## src/rtl/gauss_pkg.sv

```systemverilog
// rtl/gauss_pkg.sv - shared types, 1-D Gaussian coefficient ROM and legality check
package gauss_pkg;

    localparam int IDX_W = 4;

    typedef logic [IDX_W-1:0] idx_t;

    typedef enum logic [1:0] {
        ST_IDLE,
        ST_LOAD,
        ST_COMPUTE,
        ST_FINISH
    } state_t;

    // round(255*exp(-d^2/(2*sigma^2))), rows sigma 1..4, columns d 0..7
    localparam logic [7:0] G_ROM [4][8] = '{
        '{8'd255, 8'd155, 8'd35,  8'd3,   8'd0,   8'd0,   8'd0,  8'd0},
        '{8'd255, 8'd225, 8'd155, 8'd83,  8'd35,  8'd11,  8'd3,  8'd1},
        '{8'd255, 8'd241, 8'd204, 8'd155, 8'd105, 8'd64,  8'd35, 8'd17},
        '{8'd255, 8'd247, 8'd225, 8'd192, 8'd155, 8'd117, 8'd83, 8'd55}
    };

    function automatic logic size_sigma_ok(input logic [3:0] size, input logic [2:0] sigma,
                                           input int max_size);
        return size[0] && (size >= 4'd3) && (int'(size) <= max_size) &&
               (sigma >= 3'd1) && (sigma <= 3'd4);
    endfunction

endpackage

```

## src/rtl/gauss_1d_rom.sv

```systemverilog
// rtl/gauss_1d_rom.sv - combinational sigma/distance to 1-D Gaussian weight lookup
module gauss_1d_rom
    import gauss_pkg::*;
(
    input  logic [2:0] i_sigma,
    input  logic [3:0] i_d,
    output logic [7:0] o_g
);

    always_comb begin
        o_g = '0;
        if ((i_sigma >= 3'd1) && (i_sigma <= 3'd4) && !i_d[3])
            o_g = G_ROM[2'(i_sigma - 3'd1)][i_d[2:0]];
    end

endmodule

```

## src/rtl/gauss_kernel_gen.sv

```systemverilog
// rtl/gauss_kernel_gen.sv - builds an odd size x size Gaussian kernel one entry per cycle
module gauss_kernel_gen
    import gauss_pkg::*;
#(
    parameter int MAX_SIZE = 7,
    parameter int COEF_W   = 8,
    parameter int SUM_W    = 16
) (
    input  logic                                i_clk,
    input  logic                                i_rst,
    input  logic                                i_start,
    input  logic                                i_abort,
    input  logic [3:0]                          i_size_sel,
    input  logic [2:0]                          i_sigma,
    output logic [MAX_SIZE*MAX_SIZE*COEF_W-1:0] o_kernel,
    output logic [SUM_W-1:0]                    o_sum,
    output logic                                o_busy,
    output logic                                o_done,
    output logic                                o_err
);

    localparam int N_ENT = MAX_SIZE * MAX_SIZE;
    localparam int POS_W = $clog2(N_ENT * COEF_W);

    state_t                      r_state;
    state_t                      w_state_nxt;
    idx_t                        r_size;
    idx_t                        r_row;
    idx_t                        r_col;
    logic [2:0]                  r_sigma;
    logic [N_ENT*COEF_W-1:0]     r_kernel;
    logic [SUM_W-1:0]            r_sum;
    logic                        r_busy;
    logic                        r_done;
    logic                        r_err;

    logic                        w_legal;
    logic                        w_accept;
    logic                        w_last;
    idx_t                        w_c;
    idx_t                        w_di;
    idx_t                        w_dj;
    logic [7:0]                  w_gi;
    logic [7:0]                  w_gj;
    logic [15:0]                 w_prod;
    logic [7:0]                  w_q;
    logic [COEF_W-1:0]           w_coef;
    logic [POS_W-1:0]            w_pos;

    assign w_legal  = size_sigma_ok(i_size_sel, i_sigma, MAX_SIZE);
    assign w_accept = (r_state == ST_IDLE) && i_start && !i_abort && w_legal;
    assign w_last   = (r_row == r_size - 4'd1) && (r_col == r_size - 4'd1);

    assign w_c  = (r_size - 4'd1) >> 1;
    assign w_di = (r_row >= w_c) ? (r_row - w_c) : (w_c - r_row);
    assign w_dj = (r_col >= w_c) ? (r_col - w_c) : (w_c - r_col);

    gauss_1d_rom u_rom_row (
        .i_sigma (r_sigma),
        .i_d     (w_di),
        .o_g     (w_gi)
    );

    gauss_1d_rom u_rom_col (
        .i_sigma (r_sigma),
        .i_d     (w_dj),
        .o_g     (w_gj)
    );

    // Round half up on the 8.8 product, max 65025+128 so no overflow
    assign w_prod = w_gi * w_gj;
    assign w_q    = 8'((w_prod + 16'd128) >> 8);
    assign w_coef = COEF_W'(w_q);

    // Row 0 / col 0 occupies the most significant coefficient slot
    assign w_pos = POS_W'((N_ENT - 1 - (int'(r_row) * MAX_SIZE + int'(r_col))) * COEF_W);

    always_comb begin
        w_state_nxt = r_state;
        case (r_state)
            ST_IDLE:    if (w_accept) w_state_nxt = ST_LOAD;
            ST_LOAD:    w_state_nxt = i_abort ? ST_IDLE : ST_COMPUTE;
            ST_COMPUTE: begin
                if (i_abort)     w_state_nxt = ST_IDLE;
                else if (w_last) w_state_nxt = ST_FINISH;
            end
            ST_FINISH:  w_state_nxt = ST_IDLE;
            default:    w_state_nxt = ST_IDLE;
        endcase
    end

    always_ff @(posedge i_clk or posedge i_rst) begin
        if (i_rst) begin
            r_state  <= ST_IDLE;
            r_size   <= '0;
            r_sigma  <= '0;
            r_row    <= '0;
            r_col    <= '0;
            r_kernel <= '0;
            r_sum    <= '0;
            r_busy   <= 1'b0;
            r_done   <= 1'b0;
            r_err    <= 1'b0;
        end else begin
            r_state <= w_state_nxt;
            r_busy  <= ((r_state == ST_LOAD) || (r_state == ST_COMPUTE)) && !i_abort;
            r_done  <= (r_state == ST_FINISH);
            r_err   <= (r_state == ST_IDLE) && i_start && !i_abort && !w_legal;
            case (r_state)
                ST_IDLE: begin
                    if (w_accept) begin
                        r_size  <= i_size_sel;
                        r_sigma <= i_sigma;
                    end
                end
                ST_LOAD: begin
                    r_kernel <= '0;
                    r_sum    <= '0;
                    r_row    <= '0;
                    r_col    <= '0;
                end
                ST_COMPUTE: begin
                    if (!i_abort) begin
                        r_kernel[w_pos +: COEF_W] <= w_coef;
                        r_sum <= r_sum + SUM_W'(w_coef);
                        if (r_col == r_size - 4'd1) begin
                            r_col <= '0;
                            r_row <= r_row + 4'd1;
                        end else begin
                            r_col <= r_col + 4'd1;
                        end
                    end
                end
                default: ;
            endcase
        end
    end

    assign o_kernel = r_kernel;
    assign o_sum    = r_sum;
    assign o_busy   = r_busy;
    assign o_done   = r_done;
    assign o_err    = r_err;

endmodule

```

## config.mk

```make
export PLATFORM = sky130hd
export DESIGN_NAME = gauss_kernel_gen
export DESIGN_NICKNAME = d
export VERILOG_FILES = /design/src/rtl/gauss_pkg.sv /design/src/rtl/gauss_1d_rom.sv /design/src/rtl/gauss_kernel_gen.sv
export SDC_FILE = /design/constraint.sdc
export NUM_CORES = 1
export LEC_CHECK = 0
export BUFFER_PORTS_ARGS = -buffer_cell sky130_fd_sc_hd__buf_4
export CELL_PAD_IN_SITES_DETAIL_PLACEMENT = 2
export CELL_PAD_IN_SITES_GLOBAL_PLACEMENT = 2
export CORE_MARGIN = 2
export CORE_UTILIZATION = 38
export DETAILED_ROUTE_END_ITERATION = 16
export HOLD_SLACK_MARGIN = 0.12
export PLACE_DENSITY_LB_ADDON = 0.1
export SETUP_SLACK_MARGIN = 0.15
export SLEW_MARGIN = 20
export SYNTH_ARGS = -nofsm -noshare
export SYNTH_HDL_FRONTEND = slang
export SYNTH_HIERARCHICAL = 1
export SYNTH_SLANG_ARGS = --single-unit
```

## constraint.sdc

```tcl
create_clock -name i_clk -period 31.9 [get_ports i_clk]
set_input_delay 1.595 -clock i_clk [delete_from_list [all_inputs] [get_ports i_clk]]
set_output_delay 1.595 -clock i_clk [all_outputs]
set_load 0.005 [all_outputs]
```

Word level (Yosys, flattened, before mapping)
Cells that the tools add are included.
{"block": "classes", "eq_ne": 9, "reduce_logical": 24, "add_sub_neg": 13, "mul": 2, "mux": 29, "bitwise_logic": 3, "order_cmp": 11, "shifts": 2}
{"cell": "one-hot mux 392 bit (2 select lines)", "n": 1}
{"cell": "bitwise mux 392 bit", "n": 1}
{"cell": "two-way mux 392 bit", "n": 1}
{"cell": "variable shift 8 x 11 -> 392 bit, first input constant", "n": 1}
{"cell": "indexed part select 8 x 11 -> 392 bit", "n": 1}
{"cell": "binary-select mux 64 bit (select 2 bit)", "n": 1}
{"cell": "two-way mux 64 bit", "n": 2}
{"cell": "binary-select mux 8 bit (select 3 bit)", "n": 2}
{"cell": "two-way mux 8 bit", "n": 6}
{"cell": "one-hot mux 16 bit (2 select lines)", "n": 1}
{"cell": "two-way mux 4 bit", "n": 6}
{"cell": "adder 16 x 8 -> 16 bit", "n": 1}
{"cell": "adder 16 x 8 -> 16 bit, second input constant", "n": 1}
{"cell": "multiplier 8 x 8 -> 16 bit", "n": 1}
{"cell": "two-way mux 16 bit", "n": 1}
{"cell": "one-hot mux 4 bit (2 select lines)", "n": 2}
{"cell": "logical AND 1 bit", "n": 13}
{"cell": "negator 9 -> 11 bit", "n": 1}
{"cell": "adder 4 x 1 -> 4 bit, second input constant", "n": 2}
{"cell": "== test 4 bit", "n": 2}
{"cell": "greater-or-equal comparator 4 x 3 -> 1 bit", "n": 2}
{"cell": "greater-or-equal comparator 4 bit, second input constant", "n": 2}
{"cell": "two-way mux 2 bit", "n": 4}
{"cell": "inverter 3 -> 4 bit", "n": 2}
{"cell": "24 further kinds", "n": 36}
{"block": "totals", "word_cells": 103, "in_bits": 11, "output_inout_bits": 411, "ff_bits": 428}

Logic depth before layout (Yosys ltp)
Gate-level depths: netlist of run 1.
{"block": "logic_depth", "depth_word": 15, "depth_mapped": 39, "depth_no_buf": 36}

By module
Netlist of run 1, hierarchy kept.
{"mod": "gauss_kernel_gen", "instances": 1, "cells_per_inst": 1940, "area_each_um2": 20599.8}
{"mod": "gauss_1d_rom", "instances": 2, "cells_per_inst": 68, "area_each_um2": 516.7}

Worst setup path after synthesis of run 1
OpenSTA, ideal clock, no wires.
{"block": "synth_path", "path_kind": "register -> register", "startpoint": "register r_size[0]", "endpoint": "register r_sum[13], in the netlist o_sum[13]", "period_less_slack_ns": 8.911, "path_stages_with_launch": 37, "setup_slack_ns": 22.989, "t_arrival_ns": 8.815, "setup_time_ns": 0.096, "cell_sequence": "dfrtp_1 inv_1 ha_1 xnor2_1 inv_1 ha_1 a21o_1 a211o_1 mux2_2 buf_6 buf_6 o21ai_1 o211ai_1 a211oi_1 and2_1 fa_1 fa_1 fa_1 inv_1 fa_1 inv_1 ha_1 buf_2 a21o_1 a221oi_2 a21oi_1 a311oi_4 xor2_2 buf_2 inv_1 ha_1 clkbuf_1 nor4_1 o21ai_0 a32oi_1 o211ai_1 o31ai_1"}
{"block": "synth_between", "elab_chain_cells": 13}
{"item": "start, declared", "line_no": "gauss_kernel_gen.sv:27", "rtl": "idx_t r_size;"}
{"item": "start signal, assigned", "line_no": "gauss_kernel_gen.sv:112", "rtl": "r_size <= i_size_sel;"}
{"item": "subtractor 4 x 1 -> 4 bit *", "line_no": "gauss_kernel_gen.sv:54", "rtl": "assign w_c = (r_size - 4'd1) >> 1;"}
{"item": "subtractor 3 x 4 -> 4 bit (tied with other cells)", "line_no": "gauss_kernel_gen.sv:55", "rtl": "assign w_di = (r_row >= w_c) ? (r_row - w_c) : (w_c - r_row);"}
{"item": "two-way mux 4 bit *", "line_no": "gauss_kernel_gen.sv:55"}
{"item": "via w_di[1]", "line_no": "gauss_kernel_gen.sv:41", "rtl": "idx_t w_di;"}
{"item": "inverter 3 -> 4 bit (not written as such) *", "line_no": "gauss_1d_rom.sv:13", "rtl": "o_g = G_ROM[2'(i_sigma - 3'd1)][i_d[2:0]];"}
{"item": "binary-select mux 8 bit (select 3 bit) *", "line_no": "gauss_1d_rom.sv:13"}
{"item": "two-way mux 8 bit (not written as such) * (2 in a row)", "line_no": "gauss_1d_rom.sv:13"}
{"item": "two-way mux 8 bit *", "line_no": "gauss_1d_rom.sv:12", "rtl": "if ((i_sigma >= 3'd1) && (i_sigma <= 3'd4) && !i_d[3])"}
{"item": "via w_gi[6]", "line_no": "gauss_kernel_gen.sv:43", "rtl": "logic [7:0] w_gi;"}
{"item": "multiplier 8 x 8 -> 16 bit *", "line_no": "gauss_kernel_gen.sv:71", "rtl": "assign w_prod = w_gi * w_gj;"}
{"item": "adder 16 x 8 -> 16 bit *", "line_no": "gauss_kernel_gen.sv:72", "rtl": "assign w_q = 8'((w_prod + 16'd128) >> 8);"}
{"item": "adder 16 x 8 -> 16 bit *", "line_no": "gauss_kernel_gen.sv:125", "rtl": "r_sum <= r_sum + SUM_W'(w_coef);"}
{"item": "two-way mux 16 bit *", "line_no": "gauss_kernel_gen.sv:123", "rtl": "if (!i_abort) begin"}
{"item": "one-hot mux 16 bit (2 select lines) *", "line_no": "gauss_kernel_gen.sv:109", "rtl": "case (r_state)"}
{"item": "end signal, assigned", "line_no": "gauss_kernel_gen.sv:125"}
{"item": "end, declared", "line_no": "gauss_kernel_gen.sv:32", "rtl": "logic [SUM_W-1:0] r_sum;"}
The timed path passes the listed nets; every way through them passes the cells marked *. The select of a mux whose other input is x is not followed.
A chain may end at the register's enable or synchronous reset.

Worst setup path in the final report of run 1
{"block": "layout_path", "startpoint": "register r_size[0]", "endpoint": "register r_sum[15], in the netlist o_sum[15]"}
Same word-level chain as after synthesis.

==> impl_metrics.prom, run 1 <==
# TYPE chip_impl_metric gauge
chip_impl_metric{name="tns",unit="ns"} 0
chip_impl_metric{name="area_growth_syn_to_layout",unit="%"} 25.5
chip_impl_metric{name="clkSlewWorstSetupHoldPaths",unit="ns"} 0.06
chip_impl_metric{name="path_buf_inv",unit=""} 6
chip_impl_metric{name="worst_path_largest_cell_delay",unit="ns"} 0.87
chip_impl_metric{name="cts.path.max_buffers",unit=""} 3
chip_impl_metric{name="synth_simple_gate_area_share",unit="%"} 16.0
chip_impl_metric{name="setup.reg_to_reg.worst_slack",unit="ns"} 21.29
chip_impl_metric{name="die_height",unit="µm"} 243
chip_impl_metric{name="grt_first_pass_wirelength",unit="µm"} 129000
chip_impl_info{name="crit-reg2reg-capture",value="o_sum[15]"} 1
chip_impl_metric{name="synth_edf_count",unit=""} 0
chip_impl_metric{name="yosys_register_bits",unit=""} 428
chip_impl_metric{name="synthXorXnorAreaFrac",unit="%"} 1.61
chip_impl_metric{name="r2r_cells",unit=""} 33
chip_impl_info{name="run_status",value="completed"} 1
chip_impl_metric{name="grt.total_usage",unit="%"} 28.6
chip_impl_info{name="type_of_destination_of_the_critical_path",value="register"} 1
chip_impl_metric{name="grt_antenna_before_repair",unit=""} 0
chip_impl_metric{name="top_level_ports",unit=""} 422
chip_impl_metric{name="grt_overflow_total",unit=""} 0
chip_impl_metric{name="num_antenna_cells",unit=""} 0
chip_impl_metric{name="ys_async_sr_fraction",unit="%"} 100
chip_impl_metric{name="post-cts-setup-buffer-count",unit=""} 0
chip_impl_metric{name="timing.hold.worst_path_depth",unit=""} 2
chip_impl_metric{name="min_period_over_period",unit="%"} 33.3
chip_impl_info{name="yosysMostFrequentCell",value="dfrtp_1"} 1
chip_impl_info{name="largest_family_of_logic_cells_by_synthesized_area",value="simple AND/OR/NAND/NOR gates"} 1
chip_impl_metric{name="finClkSkew",unit="ns"} 0.0310
chip_impl_metric{name="synthCells",unit=""} 2076
chip_impl_info{name="startpoint",value="r_size[0]"} 1
chip_impl_info{name="worst_path_dominant_cell_family",value="compound AO/OA/AOI/OAI gates"} 1
chip_impl_info{name="min-delay-path-class",value="reg2reg"} 1
chip_impl_info{name="worst_r2r_startpoint",value="r_size[0]"} 1
chip_impl_metric{name="ctsHoldBuffers",unit=""} 0
chip_impl_metric{name="avgSynthCellArea",unit="µm²"} 10.4
chip_impl_metric{name="hpwlAfterDp",unit="µm"} 59200
chip_impl_metric{name="ys_warn_count",unit=""} 6
chip_impl_metric{name="ant_nets",unit=""} 0
chip_impl_info{name="hold_path_sink",value="o_kernel[326]"} 1
chip_impl_metric{name="synth_top_area_share",unit="%"} 49.5
chip_impl_metric{name="viasPerCell",unit=""} 5.48
chip_impl_metric{name="achievable-frequency",unit="MHz"} 94.2
chip_impl_metric{name="synthAdderAreaFrac",unit="%"} 9.40
chip_impl_metric{name="drt_pass1_iterations",unit=""} 5
chip_impl_metric{name="vias",unit=""} 17744
chip_impl_metric{name="timing.critical_path.fanout_max",unit=""} 50
chip_impl_metric{name="sequential_element_share_of_the_synthesized_area",unit="%"} 49.5
chip_impl_metric{name="hold_viol_final",unit=""} 0
chip_impl_metric{name="gp_congestion",unit=""} 0.830
chip_impl_metric{name="cts_htree_levels",unit=""} 2
chip_impl_info{name="critical_path.slowest_cell",value="a211oi_1"} 1
chip_impl_metric{name="final-max-slew-violation-count",unit=""} 0
chip_impl_metric{name="post_cts_resized",unit=""} 0
chip_impl_info{name="path_class",value="reg2reg"} 1
chip_impl_metric{name="initial_utilization",unit="%"} 38.4
chip_impl_metric{name="synth.cell_area",unit="mm²"} 0.0216
chip_impl_metric{name="vias_in_the_first_global_route",unit=""} 20054
chip_impl_metric{name="synth.mux.area_fraction",unit="%"} 9.24
chip_impl_metric{name="whs",unit="ns"} 0.500
chip_impl_metric{name="drc_errors",unit=""} 0
chip_impl_metric{name="n_fill_cell",unit=""} 5902
chip_impl_info{name="yosysTopAreaCell",value="dfrtp_1"} 1
chip_impl_metric{name="finalWirelength",unit="µm"} 84500
chip_impl_info{name="hp-start",value="o_kernel[326]"} 1
chip_impl_metric{name="numCtsBuffers",unit=""} 49
chip_impl_metric{name="layout_setup_ws",unit="ns"} 21.29
chip_impl_info{name="synth.area.top_cells",value="dfrtp_1 50%, mux2i_1 8.8%, nand3_1 5.8%"} 1
chip_impl_metric{name="floorplan.rows",unit=""} 87
chip_impl_info{name="synth.cells.most_frequent",value="428 x dfrtp_1, 249 x nand3_1, 247 x nand2_1, 200 x o21ai_0, 190 x mux2i_1"} 1
chip_impl_metric{name="drive_gt1_share",unit="%"} 23.8
chip_impl_metric{name="coreArea",unit="mm²"} 0.0564
chip_impl_info{name="critical_path.startpoint_type",value="register"} 1
chip_impl_metric{name="routedWlPerCell",unit="µm"} 26.1
chip_impl_info{name="tritoncts_clock_tree",value="done"} 1
chip_impl_metric{name="insertion_delay",unit="ns"} 0.61
chip_impl_info{name="ctsRootBufferMaster",value="clkbuf_16"} 1
chip_impl_metric{name="first_iter_violations",unit=""} 811
chip_impl_metric{name="max_cap_violations",unit=""} 0
chip_impl_metric{name="crit_required",unit="ns"} 32.41
chip_impl_metric{name="final-setup-viol-count",unit=""} 0
chip_impl_metric{name="placement.io_buffers",unit=""} 421
chip_impl_metric{name="pre_cts_slack",unit="ns"} 21.35
chip_impl_metric{name="finalWorstPathRequiredPeriod",unit="ns"} 10.61
chip_impl_metric{name="cp_data_arrival_time",unit="ns"} 11.13
chip_impl_metric{name="dieArea",unit="mm²"} 0.0589
chip_impl_metric{name="synth_compound_area_share",unit="%"} 9.95
chip_impl_metric{name="grt_max_degree",unit=""} 186
chip_impl_info{name="grt_setup_unrepaired",value="false"} 1
chip_impl_metric{name="cts.sink_count",unit=""} 428
chip_impl_metric{name="max-slew-margin-rel",unit="%"} 27.5
chip_impl_metric{name="final_nets",unit=""} 2589
chip_impl_metric{name="postSynthNetCount",unit=""} 2222
chip_impl_metric{name="count_of_different_cell_masters_after_synthesis",unit=""} 82
chip_impl_metric{name="worst_slew_pin_slew",unit="ns"} 1.08
chip_impl_info{name="yosys_most_used_dff",value="dfrtp_1"} 1
chip_impl_metric{name="die_width",unit="µm"} 243
through the flow:
step / utilization, % / instances / instance area (µm²)
after floorplan: - / 2076 / 21600
after global placement: 45.1 / 3146 / 25400
after detailed placement: 45.2 / 3148 / 25500
after CTS: 48.2 / 3240 / 27200
after global routing: 48.2 / 3240 / 27200
final: 48.2 / 3240 / 27200
state kept, by name, summed over array words and instances, names as in the netlist:
register	count
o_err	1
r_size	4
o_sum	16
o_done	1
o_busy	1
r_row	4
o_kernel	392
r_col	4
r_state	2
r_sigma	3
worst register-to-register path, delay by kind of cell, from the launching register on:
family | cells | cell delay, ns
simple gates | 4 | 0.88
flops | 1 | 0.43
xor+xnor | 3 | 0.98
compound gates | 11 | 3.33
buf+inv | 6 | 1.46
fa+ha+maj | 8 | 3.28
mux | 1 | 0.20
logic make-up (layout without fill, tap and decap cells):
logic type,count (synthesis),in the layout
AOI/OAI and AO/OA,363,363
buffers and inverters,228,636
and+or+nand+nor,690,690
muxes,198,198
xor gates and xnor gates,34,34
DFF,428,428
adders and majority gates,135,135
layout by cell type (no fill, tap or decap), drive strengths merged, types with 46 or more instances in the layout:
master | netlist | final
nand3 | 251 | 251
buf | 46 | 447
clkbuf | 85 | 71
mux2i | 190 | 190
nand2 | 250 | 250
and2 | 49 | 49
o21ai | 245 | 245
inv | 97 | 100
ha | 89 | 89
dfrtp | 428 | 428
fa | 46 | 46
cell type report:
cell class / instances / area (µm²) / area share (%)
clock buffer: 71 / 1440 / 5.30
clock inverter: 21 / 236 / 0.871
inverter: 97 / 372 / 1.37
multi-input combinational: 1420 / 10100 / 37.1
sequential: 428 / 10700 / 39.4
tap: 756 / 946 / 3.48
timing repair buffer: 447 / 3380 / 12.5
worst max-delay path by stage:
| stage | to | cells past startpoint |
|---|---|---|
| 2_1_floorplan | o_busy | 1 |
| 3_3_place_gp | o_sum[15] | 33 |
| 3_5_place_dp | o_sum[13] | 31 |
| 4_1_cts | o_sum[13] | 33 |
| 5_1_grt | o_sum[13] | 35 |
| 6_report | o_sum[15] | 33 |
layer usage:
metal	share of wire, %	track usage, %	wire length [µm]	vias up
met5	0	0	0	-
met4	4.2	10.8	3530	0
met3	5.7	6.86	4780	149
met2	50	49.6	42300	403
met1	40	34.3	33900	9276
li1	-	-	-	7916
Power of run 1 is not shown: default switching activity piles up to over one toggle a cycle in this logic, so the estimate is an artifact.
==> run 2, diff against run 1 <==
--- a/config.mk
+++ b/config.mk
@@ -5,11 +5,12 @@
 export SDC_FILE = /design/constraint.sdc
 export NUM_CORES = 1
 export LEC_CHECK = 0
+export ABC_AREA = 1
 export BUFFER_PORTS_ARGS = -buffer_cell sky130_fd_sc_hd__buf_4
 export CELL_PAD_IN_SITES_DETAIL_PLACEMENT = 2
 export CELL_PAD_IN_SITES_GLOBAL_PLACEMENT = 2
 export CORE_MARGIN = 2
-export CORE_UTILIZATION = 38
+export CORE_UTILIZATION = 30
 export DETAILED_ROUTE_END_ITERATION = 16
 export HOLD_SLACK_MARGIN = 0.12
 export PLACE_DENSITY_LB_ADDON = 0.1
==> constraint.sdc (replaced) <==
create_clock -name i_clk -period 9.5 [get_ports i_clk]
set_input_delay 0.475 -clock i_clk [delete_from_list [all_inputs] [get_ports i_clk]]
set_output_delay 0.475 -clock i_clk [all_outputs]
set_load 0.005 [all_outputs]
==> run 2 against run 1 <==
Non-clock buffer count grew 23. Routed wire length grew 5.0%. Synthesized cell count grew 22%. Highest routed layer unchanged. Hold slack lost 0.33 ns. Critical endpoint is now o_sum[12]. Global-route usage shrank 4.9 points. Die area grew 27%.
==> impl_metrics.prom, run 2 <==
# TYPE chip_impl_metric gauge
chip_impl_info{name="run_status",value="completed"} 1
chip_impl_info{name="hp-start",value="i_sigma[2]"} 1
chip_impl_metric{name="insertion_delay",unit="ns"} 0.62
chip_impl_info{name="tritoncts_clock_tree",value="done"} 1
chip_impl_metric{name="ant_nets",unit=""} 0
chip_impl_metric{name="synthCells",unit=""} 2542
chip_impl_metric{name="count_of_different_cell_masters_after_synthesis",unit=""} 48
chip_impl_info{name="synth.area.top_cells",value="dfrtp_1 49%, nand2_1 14%, nand3_1 6.4%"} 1
chip_impl_metric{name="crit_required",unit="ns"} 9.96
chip_impl_metric{name="worst_slew_pin_slew",unit="ns"} 1.10
chip_impl_info{name="ctsRootBufferMaster",value="clkbuf_16"} 1
chip_impl_metric{name="grt_max_degree",unit=""} 154
chip_impl_metric{name="synth_top_area_share",unit="%"} 49.4
chip_impl_metric{name="tns",unit="ns"} 0
chip_impl_metric{name="numCtsBuffers",unit=""} 49
chip_impl_info{name="yosysMostFrequentCell",value="nand2_1"} 1
chip_impl_metric{name="final-setup-viol-count",unit=""} 0
chip_impl_info{name="timing.critical_path.mode_cell",value="nand2_1"} 1
chip_impl_info{name="critical_path.slowest_cell",value="fa_1"} 1
chip_impl_metric{name="drc_errors",unit=""} 0
chip_impl_info{name="path_class",value="reg2reg"} 1
chip_impl_info{name="most-common-layout-cells",value="797 x nand2_1, 465 x buf_4, 428 x dfrtp_1"} 1
chip_impl_metric{name="gp_congestion",unit=""} 0.822
chip_impl_metric{name="finClkSkew",unit="ns"} 0.0379
chip_impl_metric{name="footprint_of_the_multi_input_gates",unit="mm²"} 0.00967
chip_impl_metric{name="clkSlewWorstSetupHoldPaths",unit="ns"} 0.08
chip_impl_metric{name="placement.io_buffers",unit=""} 421
chip_impl_metric{name="num_antenna_cells",unit=""} 0
chip_impl_metric{name="grt_overflow_total",unit=""} 0
chip_impl_metric{name="die_width",unit="µm"} 273
chip_impl_metric{name="stdcell_count",unit=""} 3953
chip_impl_metric{name="finalWirelength",unit="µm"} 88700
chip_impl_metric{name="timing.critical_path.fanout_max",unit=""} 15
chip_impl_metric{name="synth.cell_area",unit="mm²"} 0.0217
chip_impl_metric{name="area_growth_syn_to_layout",unit="%"} 27.6
chip_impl_metric{name="floorplan.rows",unit=""} 98
chip_impl_metric{name="grt_first_pass_wirelength",unit="µm"} 136000
chip_impl_metric{name="synth_edf_count",unit=""} 0
chip_impl_metric{name="postSynthNetCount",unit=""} 2688
chip_impl_metric{name="sequential_element_share_of_the_synthesized_area",unit="%"} 49.4
chip_impl_metric{name="achievable-frequency",unit="MHz"} 117
chip_impl_metric{name="initial_utilization",unit="%"} 30.3
chip_impl_metric{name="grt_antenna_before_repair",unit=""} 0
chip_impl_metric{name="avgSynthCellArea",unit="µm²"} 8.53
chip_impl_metric{name="max_cap_violations",unit=""} 0
chip_impl_metric{name="ff_latch_area",unit="mm²"} 0.0107
chip_impl_metric{name="worst_path_largest_cell_delay",unit="ns"} 0.55
chip_impl_metric{name="top_level_ports",unit=""} 422
chip_impl_info{name="type_of_destination_of_the_critical_path",value="register"} 1
chip_impl_metric{name="cts.sink_count",unit=""} 428
chip_impl_metric{name="grt.total_usage",unit="%"} 23.7
chip_impl_metric{name="largest_reg_flops",unit=""} 392
chip_impl_metric{name="hpwlAfterDp",unit="µm"} 64300
chip_impl_metric{name="coreArea",unit="mm²"} 0.0715
chip_impl_metric{name="dieArea",unit="mm²"} 0.0745
chip_impl_metric{name="drive_gt1_share",unit="%"} 21.2
chip_impl_metric{name="vias",unit=""} 19699
chip_impl_metric{name="cts_htree_levels",unit=""} 2
chip_impl_info{name="grt_setup_unrepaired",value="false"} 1
chip_impl_metric{name="first_iter_violations",unit=""} 1024
chip_impl_metric{name="cp_data_arrival_time",unit="ns"} 9.04
chip_impl_info{name="yosysTopAreaCell",value="dfrtp_1"} 1
chip_impl_metric{name="ys_async_sr_fraction",unit="%"} 100
chip_impl_info{name="critical_path.startpoint_type",value="register"} 1
chip_impl_info{name="worst_r2r_startpoint",value="r_size[0]"} 1
chip_impl_metric{name="max-slew-margin-rel",unit="%"} 26.4
chip_impl_metric{name="numPlacedInstances",unit=""} 3853
chip_impl_metric{name="final_nets",unit=""} 3109
chip_impl_metric{name="ys_warn_count",unit=""} 6
chip_impl_metric{name="drt_pass1_iterations",unit=""} 5
chip_impl_metric{name="n_fill_cell",unit=""} 8023
chip_impl_metric{name="die_height",unit="µm"} 273
chip_impl_info{name="yosys_most_used_dff",value="dfrtp_1"} 1
chip_impl_info{name="min-delay-path-class",value="in2reg"} 1
chip_impl_metric{name="final-max-slew-violation-count",unit=""} 0
chip_impl_info{name="mostFrequentLayoutCell",value="nand2_1"} 1
chip_impl_info{name="startpoint",value="r_size[0]"} 1
chip_impl_metric{name="hold_viol_final",unit=""} 0
chip_impl_info{name="synth.cells.most_frequent",value="797 x nand2_1, 428 x dfrtp_1, 279 x nand3_1, 211 x inv_1, 162 x o21ai_0"} 1
chip_impl_metric{name="min_period_over_period",unit="%"} 90.3
chip_impl_metric{name="cts.path.max_buffers",unit=""} 3
chip_impl_metric{name="routedWlPerCell",unit="µm"} 22.4
chip_impl_metric{name="viasPerCell",unit=""} 4.98
chip_impl_metric{name="vias_in_the_first_global_route",unit=""} 21671
chip_impl_metric{name="finalWorstPathRequiredPeriod",unit="ns"} 8.58
chip_impl_metric{name="yosys_register_bits",unit=""} 428
[run 2: critical path, delay by kind of cell, from the launching register on]
family,cells,cell delay (ns)
flops,1,0.39
simple gates,14,1.81
mux,1,0.46
buf+inv,8,1.09
xor+xnor,1,0.15
fa+ha+maj,9,3.56
compound gates,5,0.95
[run 2: cell families after synthesis]
kind of cell               after synthesis  share of synthesized area, %
xor gates and xnor gates                17                         0.946
muxes                                    2                         0.104
AOI/OAI and AO/OA                      362                          8.69
DFF                                    428                          49.4
adders and majority gates              135                          9.38
buffers and inverters                  328                          6.36
and+or+nand+nor                       1270                          25.1
[run 2: cell type report]
class	count	area share (%)
Clock buffer	68	5.01
Sequential cell	428	38.7
Clock inverter	23	1.13
Inverter	228	3.15
Tap cell	950	4.29
Multi-Input combinational cell	1786	34.9
Timing Repair Buffer	470	12.8
[run 2: routing by layer]
| metal | track usage [%] | vias up | share of wire (%) |
|---|---|---|---|
| met5 | 0 | - | 0 |
| met4 | 7.81 | 0 | 3.4 |
| met3 | 4.13 | 131 | 4.6 |
| met2 | 41.1 | 355 | 50 |
| met1 | 29.8 | 10187 | 42 |
| li1 | - | 9026 | - |
[run 2: what timing repair did]
item / 4_1_cts / 5_1_grt
hold endpoints to repair: 21 / 0
endpoints found under the setup margin: 0 / 48
setup buffers: 0 / 5
hold buffers: 4 / 0
resized for setup: 0 / 15
[run 2: worst paths after layout]
path                                 end  slack (ns)  depth (start not counted)
max                            o_sum[12]        0.92                         38
max reg2reg                    o_sum[12]        0.92                         38
min                           r_sigma[2]        0.17                          3
max in group asynchronous  o_kernel[148]        6.88                          5
min in group asynchronous  o_kernel[216]        0.46                          3
min reg2reg                o_kernel[200]        0.48                          2
[run 2: through the flow]
step | hold slack (ns) | util [%] | instance area, µm² | setup WS, ns
final | 0.166 | 38.7 | 27700 | 0.919
after global routing | 0.193 | 38.7 | 27700 | 0.103
after CTS | 0.131 | 38.6 | 27600 | 0.477
after detailed placement | 0.464 | 36.2 | 25900 | 0.565
after global placement | 0.459 | 36.2 | 25900 | 0.838
after floorplan | 0.465 | - | 21700 | 1.06
Power of run 2 is left out for the same reason.
==> run 3, diff against run 2 <==
==> constraint.sdc (replaced) <==
create_clock -name i_clk -period 7.3 [get_ports i_clk]
set_input_delay 0.365 -clock i_clk [delete_from_list [all_inputs] [get_ports i_clk]]
set_output_delay 0.365 -clock i_clk [all_outputs]
set_load 0.005 [all_outputs]
==> run 3 against run 2 <==
The run now ends with negative setup slack left. Critical path depth grew 5. Non-clock buffer count grew 158. Die area is the same. Register-to-register slack lost 1.2 ns. Flip-flop and latch count is the same. Via count grew 3.6%. Critical path type unchanged. Final cell count grew 4.0%. Largest cell class unchanged. Design area grew 8.8%.
==> impl_metrics.prom, run 3 (synthesis results as in run 2) <==
# TYPE chip_impl_metric gauge
chip_impl_metric{name="grt_max_degree",unit=""} 163
chip_impl_metric{name="vias",unit=""} 20403
chip_impl_metric{name="max-slew-margin-rel",unit="%"} 20.6
chip_impl_metric{name="vias_in_the_first_global_route",unit=""} 22564
chip_impl_info{name="ctsRootBufferMaster",value="clkbuf_16"} 1
chip_impl_metric{name="routedWlPerCell",unit="µm"} 22.6
chip_impl_metric{name="fin_util",unit="%"} 42.1
chip_impl_metric{name="use_met2",unit="%"} 42.2
chip_impl_metric{name="top_level_ports",unit=""} 422
chip_impl_info{name="run_status",value="finished, violations left"} 1
chip_impl_metric{name="die_height",unit="µm"} 273
chip_impl_metric{name="largest_reg_flops",unit=""} 392
chip_impl_info{name="grt_setup_unrepaired",value="true"} 1
chip_impl_metric{name="drt_pass1_iterations",unit=""} 5
chip_impl_metric{name="worst_path_largest_cell_delay",unit="ns"} 0.55
chip_impl_info{name="tritoncts_clock_tree",value="done"} 1
chip_impl_metric{name="insertion_delay",unit="ns"} 0.63
chip_impl_metric{name="hold_viol_final",unit=""} 0
chip_impl_info{name="min-delay-path-class",value="reg2reg"} 1
chip_impl_metric{name="grt_first_pass_wirelength",unit="µm"} 139000
chip_impl_metric{name="final-setup-viol-count",unit=""} 12
chip_impl_info{name="type_of_destination_of_the_critical_path",value="register"} 1
chip_impl_info{name="critical_path.startpoint_type",value="register"} 1
chip_impl_metric{name="area_growth_syn_to_layout",unit="%"} 38.9
chip_impl_info{name="mostFrequentLayoutCell",value="nand2_1"} 1
chip_impl_metric{name="grt.total_usage",unit="%"} 24.2
chip_impl_metric{name="viasPerCell",unit=""} 4.96
chip_impl_metric{name="gp_congestion",unit=""} 0.828
chip_impl_metric{name="layout.cell_area.non_filler",unit="mm²"} 0.0301
chip_impl_metric{name="postPlaceCellArea",unit="mm²"} 0.0269
chip_impl_info{name="most-common-layout-cells",value="748 x nand2_1, 578 x buf_4, 428 x dfrtp_1"} 1
chip_impl_metric{name="achievable-frequency",unit="MHz"} 132
chip_impl_metric{name="worst_slew_pin_slew",unit="ns"} 1.19
chip_impl_metric{name="pre_cts_slack",unit="ns"} -0.573
chip_impl_metric{name="crit_required",unit="ns"} 7.80
chip_impl_metric{name="finalWirelength",unit="µm"} 92800
chip_impl_info{name="critical_path.slowest_cell",value="fa_1"} 1
chip_impl_info{name="path_class",value="reg2reg"} 1
chip_impl_metric{name="final_nets",unit=""} 3269
chip_impl_metric{name="groute.layer.met1.usage",unit="%"} 30.9
chip_impl_metric{name="numCtsBuffers",unit=""} 50
chip_impl_metric{name="layout_setup_ws",unit="ns"} -0.269
chip_impl_metric{name="hpwlAfterDp",unit="µm"} 65500
chip_impl_metric{name="cts_htree_levels",unit=""} 2
chip_impl_metric{name="drive_gt1_share",unit="%"} 30.5
chip_impl_metric{name="initial_utilization",unit="%"} 30.3
chip_impl_metric{name="setup.reg_to_reg.worst_slack",unit="ns"} -0.27
chip_impl_metric{name="ant_nets",unit=""} 0
chip_impl_metric{name="clkSlewWorstSetupHoldPaths",unit="ns"} 0.06
chip_impl_info{name="violations",value="negative setup slack"} 1
chip_impl_metric{name="timing.critical_path.fanout_max",unit=""} 6
chip_impl_metric{name="cts.path.max_buffers",unit=""} 3
chip_impl_info{name="timing.critical_path.mode_cell",value="nand2_1"} 1
chip_impl_info{name="top_usage_layer",value="met2"} 1
chip_impl_metric{name="finClkSkew",unit="ns"} 0.0476
chip_impl_metric{name="coreArea",unit="mm²"} 0.0715
chip_impl_metric{name="finalWorstPathRequiredPeriod",unit="ns"} 7.57
chip_impl_metric{name="grt_overflow_total",unit=""} 0
chip_impl_metric{name="grt_use_met3",unit="%"} 3.22
chip_impl_metric{name="cp_data_arrival_time",unit="ns"} 8.07
chip_impl_metric{name="drc_errors",unit=""} 0
chip_impl_metric{name="die_width",unit="µm"} 273
chip_impl_metric{name="min_period_over_period",unit="%"} 104
chip_impl_metric{name="cts.sink_count",unit=""} 428
chip_impl_metric{name="grt_antenna_before_repair",unit=""} 1
chip_impl_metric{name="first_iter_violations",unit=""} 1033
chip_impl_metric{name="placement.io_buffers",unit=""} 421
chip_impl_metric{name="max_cap_violations",unit=""} 0
chip_impl_metric{name="floorplan.rows",unit=""} 98
chip_impl_metric{name="num_antenna_cells",unit=""} 0
chip_impl_metric{name="final-max-slew-violation-count",unit=""} 0
chip_impl_metric{name="dieArea",unit="mm²"} 0.0745
[run 3: cell type report]
class / count / area [µm²]
clock buffer: 78 / 1500
clock inverter: 11 / 174
fill: 7772 / 41400
inverter: 228 / 902
multi-input combinational: 1787 / 10500
sequential: 428 / 10700
tap: 950 / 1190
timing repair buffer: 628 / 5130
[run 3: path summary, 6_finish.rpt]
| kind | startpoint | endpoint | cells past startpoint |
|---|---|---|---|
| worst max-delay path | r_size[0] | o_sum[13] | 43 |
| worst min-delay path | o_kernel[157] | o_kernel[157] | 2 |
| worst max register to register | r_size[0] | o_sum[13] | 43 |
| worst min register to register | o_kernel[157] | o_kernel[157] | 2 |
| max in group asynchronous | i_rst | o_kernel[250] | 5 |
| min in group asynchronous | i_rst | o_done | 4 |
[run 3: repair_timing]
item,CTS,global route
hold buffers,9,0
buffers inserted,21,31
resized for setup,108,194
hold endpoints to repair,58,0
pin swaps,35,94
endpoints found under the setup margin,190,308
gates cloned,2,2
[run 3: layer usage]
| layer | wire length [µm] | vias up | share of wire (%) |
|---|---|---|---|
| met2 | 47200 | 365 | 51 |
| met4 | 3250 | 0 | 3.5 |
| met1 | 39000 | 10524 | 42 |
| met5 | 0 | - | 0 |
| li1 | - | 9369 | - |
| met3 | 3340 | 145 | 3.6 |
[run 3: through the flow]
| stage | hold WS [ns] | std cells | setup TNS [ns] |
|---|---|---|---|
| after detailed placement | 0.465 | 3957 | -7.85 |
| final | 0.474 | 4110 | -2.20 |
| after global placement | 0.460 | 3957 | -2.20 |
| after floorplan | 0.430 | 2542 | 0 |
| after global routing | 0.496 | 4110 | -29.58 |
| after CTS | 0.459 | 4078 | -1.68 |
[run 3: critical path, delay by kind of cell, from the launching register on]
family | cells | cell delay [ns]
AO/OA/AOI/OAI | 6 | 1.11
adder cells (fa/ha/maj) | 9 | 3.23
flip-flops | 1 | 0.38
XOR/XNOR | 1 | 0.23
buffers and inverters | 9 | 0.78
AND/OR/NAND/NOR | 18 | 1.75
Power of run 3 is left out for the same reason.
